## src/rtl/fpadd_ctrl_pkg.sv

```systemverilog
// fpadd_ctrl_pkg: FSM state encoding and default sizes for the FP adder controller.
package fpadd_ctrl_pkg;
  typedef enum logic [2:0] {IDLE, LOAD, ALIGN, ADD, NORM, PACK, DONE} seq_state_t;
  localparam int NORM_MAX_CYCLES_DEF = 32;
  localparam int TAG_W_DEF = 4;
endpackage

```

## src/rtl/fpadd_sat_counter.sv

```systemverilog
// fpadd_sat_counter: saturating event counter with synchronous clear (clear wins).
module fpadd_sat_counter #(
  parameter int W = 32
) (
  input  logic         clk,
  input  logic         rst_n,
  input  logic         inc_i,
  input  logic         clr_i,
  output logic [W-1:0] cnt_o
);
  logic [W-1:0] cnt_q, cnt_d;
  always_comb cnt_d = clr_i ? '0 : (inc_i && !(&cnt_q)) ? cnt_q + 1'b1 : cnt_q;
  always_ff @(posedge clk or negedge rst_n)
    if (!rst_n) cnt_q <= '0;
    else cnt_q <= cnt_d;
  assign cnt_o = cnt_q;
endmodule

```

## src/rtl/fpadd_sequencer.sv

```systemverilog
// fpadd_sequencer: multi-cycle stage sequencer for the FP adder datapath.
// Define FPADD_SEQ_STATS_EN to add saturating op/bypass/timeout statistics counters.
module fpadd_sequencer
  import fpadd_ctrl_pkg::*;
#(
  parameter int NORM_MAX_CYCLES = NORM_MAX_CYCLES_DEF,
  parameter int TAG_W = TAG_W_DEF
) (
  input  logic             clk,
  input  logic             rst_n,
  input  logic             in_valid,
  output logic             in_ready,
  input  logic [TAG_W-1:0] in_tag,
  output logic             out_valid,
  input  logic             out_ready,
  output logic [TAG_W-1:0] out_tag,
  output logic             norm_timeout,
  input  logic             bypass_alu,
  input  logic             norm_done,
  output logic             ld_operands,
  output logic             en_align,
  output logic             en_add,
  output logic             en_norm,
  output logic             en_pack,
  output logic             sel_bypass
`ifdef FPADD_SEQ_STATS_EN
  ,
  input  logic             stat_clr,
  output logic [31:0]      stat_ops,
  output logic [31:0]      stat_bypass,
  output logic [15:0]      stat_timeouts
`endif
);
  localparam int CW = NORM_MAX_CYCLES > 1 ? $clog2(NORM_MAX_CYCLES) : 1;
  seq_state_t state_q, state_d;
  logic [CW-1:0] cnt_q, cnt_d;
  logic [TAG_W-1:0] tag_q, tag_d;
  logic byp_q, byp_d, to_q, to_d, cap;
  assign cap = cnt_q == CW'(NORM_MAX_CYCLES - 1);
  always_comb begin
    state_d = state_q;
    cnt_d = cnt_q;
    tag_d = tag_q;
    byp_d = byp_q;
    to_d = to_q;
    case (state_q)
      IDLE: if (in_valid) begin
        tag_d = in_tag;
        state_d = LOAD;
      end
      LOAD: state_d = ALIGN;
      ALIGN: begin
        byp_d = bypass_alu;
        state_d = bypass_alu ? PACK : ADD;
      end
      ADD: begin
        cnt_d = '0;
        state_d = NORM;
      end
      NORM: begin
        // Hold the count on exit so the cap compare never lets it wrap.
        cnt_d = (norm_done || cap) ? cnt_q : cnt_q + 1'b1;
        state_d = (norm_done || cap) ? PACK : NORM;
        to_d = !norm_done && cap;
      end
      PACK: state_d = DONE;
      DONE: if (out_ready) begin
        state_d = IDLE;
        byp_d = 1'b0;
        to_d = 1'b0;
      end
      default: state_d = IDLE;
    endcase
  end
  always_ff @(posedge clk or negedge rst_n)
    if (!rst_n) begin
      state_q <= IDLE;
      cnt_q <= '0;
      tag_q <= '0;
      byp_q <= 1'b0;
      to_q <= 1'b0;
    end else begin
      state_q <= state_d;
      cnt_q <= cnt_d;
      tag_q <= tag_d;
      byp_q <= byp_d;
      to_q <= to_d;
    end
  assign in_ready = state_q == IDLE;
  assign ld_operands = state_q == LOAD;
  // bypass_alu only becomes valid in ALIGN, so the align enable must be qualified there.
  assign en_align = state_q == ALIGN && !bypass_alu;
  assign en_add = state_q == ADD;
  assign en_norm = state_q == NORM;
  assign en_pack = state_q == PACK;
  assign out_valid = state_q == DONE;
  assign sel_bypass = byp_q;
  assign norm_timeout = to_q;
  assign out_tag = tag_q;
`ifdef FPADD_SEQ_STATS_EN
  logic hs;
  assign hs = out_valid && out_ready;
  fpadd_sat_counter #(.W(32)) u_ops (.clk(clk), .rst_n(rst_n), .inc_i(hs), .clr_i(stat_clr), .cnt_o(stat_ops));
  fpadd_sat_counter #(.W(32)) u_byp (.clk(clk), .rst_n(rst_n), .inc_i(hs && byp_q), .clr_i(stat_clr), .cnt_o(stat_bypass));
  fpadd_sat_counter #(.W(16)) u_to (.clk(clk), .rst_n(rst_n), .inc_i(hs && to_q), .clr_i(stat_clr), .cnt_o(stat_timeouts));
`endif
endmodule
```

## config.mk

```make
export PLATFORM = sky130hd
export DESIGN_NAME = fpadd_sequencer
export DESIGN_NICKNAME = d
export VERILOG_FILES = /design/src/rtl/fpadd_ctrl_pkg.sv /design/src/rtl/fpadd_sat_counter.sv /design/src/rtl/fpadd_sequencer.sv
export SDC_FILE = /design/constraint.sdc
export NUM_CORES = 1
export LEC_CHECK = 0
export ABC_AREA = 1
export CORE_MARGIN = 1.5
export CORE_UTILIZATION = 34
export DETAILED_ROUTE_END_ITERATION = 8
export SYNTH_ARGS = -nofsm -noshare
export SYNTH_HDL_FRONTEND = slang
export SYNTH_HIERARCHICAL = 1
export SYNTH_SLANG_ARGS = --single-unit
```

## constraint.sdc

```tcl
create_clock -name clk -period 3 [get_ports clk]
set_input_delay 0.6 -clock clk [delete_from_list [all_inputs] [get_ports clk]]
set_output_delay 0.6 -clock clk [all_outputs]
set_load 0.02 [all_outputs]
```

-- Word level (Yosys, flattened, before mapping)
Cells that the tools add are included.
- shift operators: 0
- equality and inequality tests: 10
- muxes and demuxes: 10
- div/mod/pow operators: 0
- $mul: 0
- bitwise gates (word level): 0
- reduce and logical (&&, ||, !) cells: 14
- $lt $le $gt $ge: 0
- add/sub/neg operators: 1
- operators with widths (operator ; number):
    3-bit one-hot mux with 7 select lines ; 1
    5-bit one-hot mux with 2 select lines ; 1
    2-bit AND reduction ; 5
    3-bit == test (second input constant) ; 3
    3-bit 2-to-1 mux ; 3
    3-bit by 2-bit == test with 1-bit output (second input constant) ; 2
    2-bit nonzero test ; 3
    5-bit by 1-bit adder with 5-bit output (second input constant) ; 1
    5-bit == test (second input constant) ; 1
    5-bit 2-to-1 mux ; 1
    2-bit inequality test (second input constant) ; 2
    1-bit one-hot mux with 2 select lines ; 2
    3-bit by 1-bit == test with 1-bit output (second input constant) ; 1
    3-bit zero test ; 1
    1-bit logical AND ; 2
    1-bit zero test ; 2
    1-bit 2-to-1 mux ; 2
    2-bit by 1-bit inequality test with 1-bit output (second input constant) ; 1
    1-bit logical OR ; 1
- latch bits: 0
- register bits: 14
- bits in writable memories: 0
- bits in read-only memories: 0
- memories: 0
- logic and storage cells: 40
- output and inout bits: 13

-- Depth between registers and ports, before layout
- depth in word-level cells: 4
- mapped depth: 9
- depth with buffers taken out: 9

-- Worst setup path before layout
No wires, ideal clock.
- kind: register to output
- start point: register state_q[2]
- end point: output port en_align
- buffers on the path: 0
- arrival time: 998 ps
- path slack: 1402 ps
- data required time: 2400 ps
- stages on the path, launching flop included: 4
- cells stage by stage: dfrtp_1 > nor2_1 > nand2_1 > nor2_1
- word-level cells in the longest chain between the ends: 2
- ends and longest elaborated chain (what ; line ; source):
    start, declared ; fpadd_sequencer.sv:35 ; seq_state_t state_q, state_d;
    start signal, assigned ; fpadd_sequencer.sv:83 ; state_q <= state_d;
    3-bit by 2-bit == test with 1-bit output ; fpadd_sequencer.sv:92 ; assign en_align = state_q == ALIGN && !bypass_alu;
    1-bit logical AND ; fpadd_sequencer.sv:92 ;
    end, declared ; fpadd_sequencer.sv:21 ; output logic en_align,
Every way passes these cells.

-- Worst setup path after layout
- start point: register state_q[2]
- end point: output port en_add
- word-level cells in the longest chain between the ends: 1
- ends and longest elaborated chain (what ; line ; source):
    3-bit by 2-bit == test with 1-bit output ; fpadd_sequencer.sv:93 ; assign en_add = state_q == ADD;
    end, declared ; fpadd_sequencer.sv:22 ; output logic en_add,
Every way passes these cells.

==> flow_summary.toml <==
[floorplanning]
fp.dieH_um = 50.0
initial_core_util_pct = 37.2
die_x_um = 50.0
die_area_um2 = 2500
pin_count = 23
coreArea_um2 = 2020
rows = 16

[routing]
drt_first_pass_iters = 4
drt_iter0_drc = 14
drc = 0
wirelength_um = 1710
wire_per_inst_um = 11.3
vias = 699
antenna_left = 0
avgViaCountPerCell = 4.63

[layout]
fill_cells = 213
final_core_util_pct = 51.5
diodes = 0
final_net_count = 137
drive_above_1_share_pct = 8.06
final_common_cell = "nand2_1"
layout.cells.most_common_list = "26 x nand2_1, 22 x clkdlybuf4s50_1, 17 x nand3_1"
syn2layout_area_growth_pct = 38.6
fin_cells = 151

[clock_network]
cts_tree = "yes"
cts_hold_buffers = 0
cts_root_buf = "clkbuf_4"
cts_resized = 0
cts_buffer_depth = 2
path_clk_slew_ps = 90
cts_sinks = 14
clk-insertion-delay-late_ps = 280
cts_buffers = 3
cts-htree-levels = 1
post_cts_buffers = 0

[sta]
grt_setup_unrepaired = "no"
setup_viol = 0
max_freq_ghz = 0.399
hold_viol_final = 0
final.min_clock_period_ps = 2510
worst_clock_skew_ps = 4.84
maxSlewViolCount = 0
slew_headroom_pct = 55.3
tns_ps = 0
worst_pin_slew_ps = 668
setup_slack_ps = 494
period_share_pct = 83.5

[run]
drv_cap = 0

[setup_path]
worstPathArrival_ps = 1910
cp.required_ps = 2400
worstPathMaxFanout = 8
crit_path_start_kind = "flop"
end_kind = "output port"
path_class = "reg -> out"

[synthesis]
synth_top_cell_by_area = "dfrtp_1"
synth_compound_area_share_pct = 3.66
netlist_area_um2 = 752
synthAdderAreaFrac_pct = 3.33
ys_seq_area_share_pct = 46.6
synth-simple-area-share_pct = 40.4
ys_types = 14
postSynthCellCount = 98
synth_top_family_by_area = "simple AND/OR/NAND/NOR gates"
synth_area_leaders = "dfrtp_1 47%, nand2_1 13%, nand3_1 11%"
synth_seq_cells = 14
synth_xor_area_share_pct = 0
synth.avg_cell_area_um2 = 7.67
syn_nets = 110
synth_warnings = 6
synth_top_area_share_pct = 46.6
synthMuxAreaShare_pct = 0

[global_route]
grt_antenna_before_repair = 0
grt_pass1_wl_um = 3000
use_met3_pct = 3.64
grtUsageMet1_pct = 19.4
use_met2_pct = 27.0
top_usage_layer = "met2"
grt_max_degree = 15
globalRouteTotalUtil_pct = 15.8
grt_pass1_vias = 714
grt_overflow = 0

[power_and_ir_drop]
pwr-share-seq_pct = 33.4
p_leak_uw = 0.000532
p_sw_uw = 415
power_frac_clock_pct = 14.6
pwr-share-comb_pct = 52.0
internal_power_uw = 531
power.total_uw = 946
max-vdd-ir-drop_uv = 513
switching_share_pct = 43.8
power_density_nw_per_um2 = 908

[placed_design]
numPortBuffers = 22
gp_congestion = 0.779
hpwl_um = 1290
dp.cells = 147
dp_slack_ps = 644

[worst_hold_path]
hp-class = "reg -> reg"

[run_status]
status = "completed"
[critical path, cell delays in order (launching register included)]
cell and delay [ps]:
dfrtp_1 490, inv_2 120, nand3_1 270, inv_1 140
clkdlybuf4s50_1 610
[cell type report]
cell class | instances | area [um^2] | share of cell area, %
multi-input combinational | 72 | 357 | 34.2
sequential | 14 | 350 | 33.6
clock buffer | 4 | 36.3 | 3.48
timing repair buffer | 22 | 220 | 21.1
inverter | 12 | 45.0 | 4.32
tap | 27 | 33.8 | 3.24
[stage by stage]
step | hold WS (ps) | instance area (um^2)
2_1_floorplan | 304 | 752
3_3_place_gp | 461 | 1010
3_5_place_dp | 472 | 1010
4_1_cts | 498 | 1040
5_1_grt | 520 | 1040
6_report | 488 | 1040
[flip-flops by register name, summed over array words and instances (netlist names)]
| register | count |
|---|---|
| cnt_q | 5 |
| norm_timeout | 1 |
| out_tag | 4 |
| sel_bypass | 1 |
| state_q | 3 |
[power by group through the flow]
stage	sequential [uW]	clock [uW]	combinational (uW)
2_1_floorplan	346	0	269
3_3_place_gp	316	0	490
3_5_place_dp	320	0	496
4_1_cts	317	146	500
5_1_grt	328	153	545
6_report	316	138	492
[routing by layer]
metal	part of all wire [%]	up-vias
li1	-	368
met1	47	315
met2	50	14
met3	2.8	2
met4	0.41	0
met5	0	-
[cells in the mapped netlist]
cell type / n
nor2_1: 14
o21ai_0: 4
dfrtp_1: 14
nand2_4: 2
nor2_4: 2
nand4_1: 2
nand2_1: 26
ha_1: 2
nand2_2: 1
inv_2: 1
o211ai_1: 1
nand3_1: 17
nor3_1: 1
inv_1: 11
[cells by family after synthesis]
group / after synthesis
buffers and inverters: 12
AND/OR/NAND/NOR: 65
adder cells (fa/ha/maj): 2
flip-flops: 14
AO/OA/AOI/OAI: 5
[path summary, 6_finish.rpt]
check	from	end	slack (ps)	depth (start not counted)
worst max register to register	cnt_q[0]$_DFFE_PN0P_	cnt_q[0]$_DFFE_PN0P_	1380	8
worst max-delay path	state_q[2]$_DFFE_PN0P_	en_add	490	4
min in group asynchronous	rst_n	cnt_q[4]$_DFFE_PN0P_	720	1
max in group asynchronous	rst_n	out_tag[1]$_DFFE_PN0P_	1850	1
worst min-delay path	out_tag[2]$_DFFE_PN0P_	out_tag[2]$_DFFE_PN0P_	490	2
worst min register to register	out_tag[2]$_DFFE_PN0P_	out_tag[2]$_DFFE_PN0P_	490	2
Power figures use the tool's default switching activity.
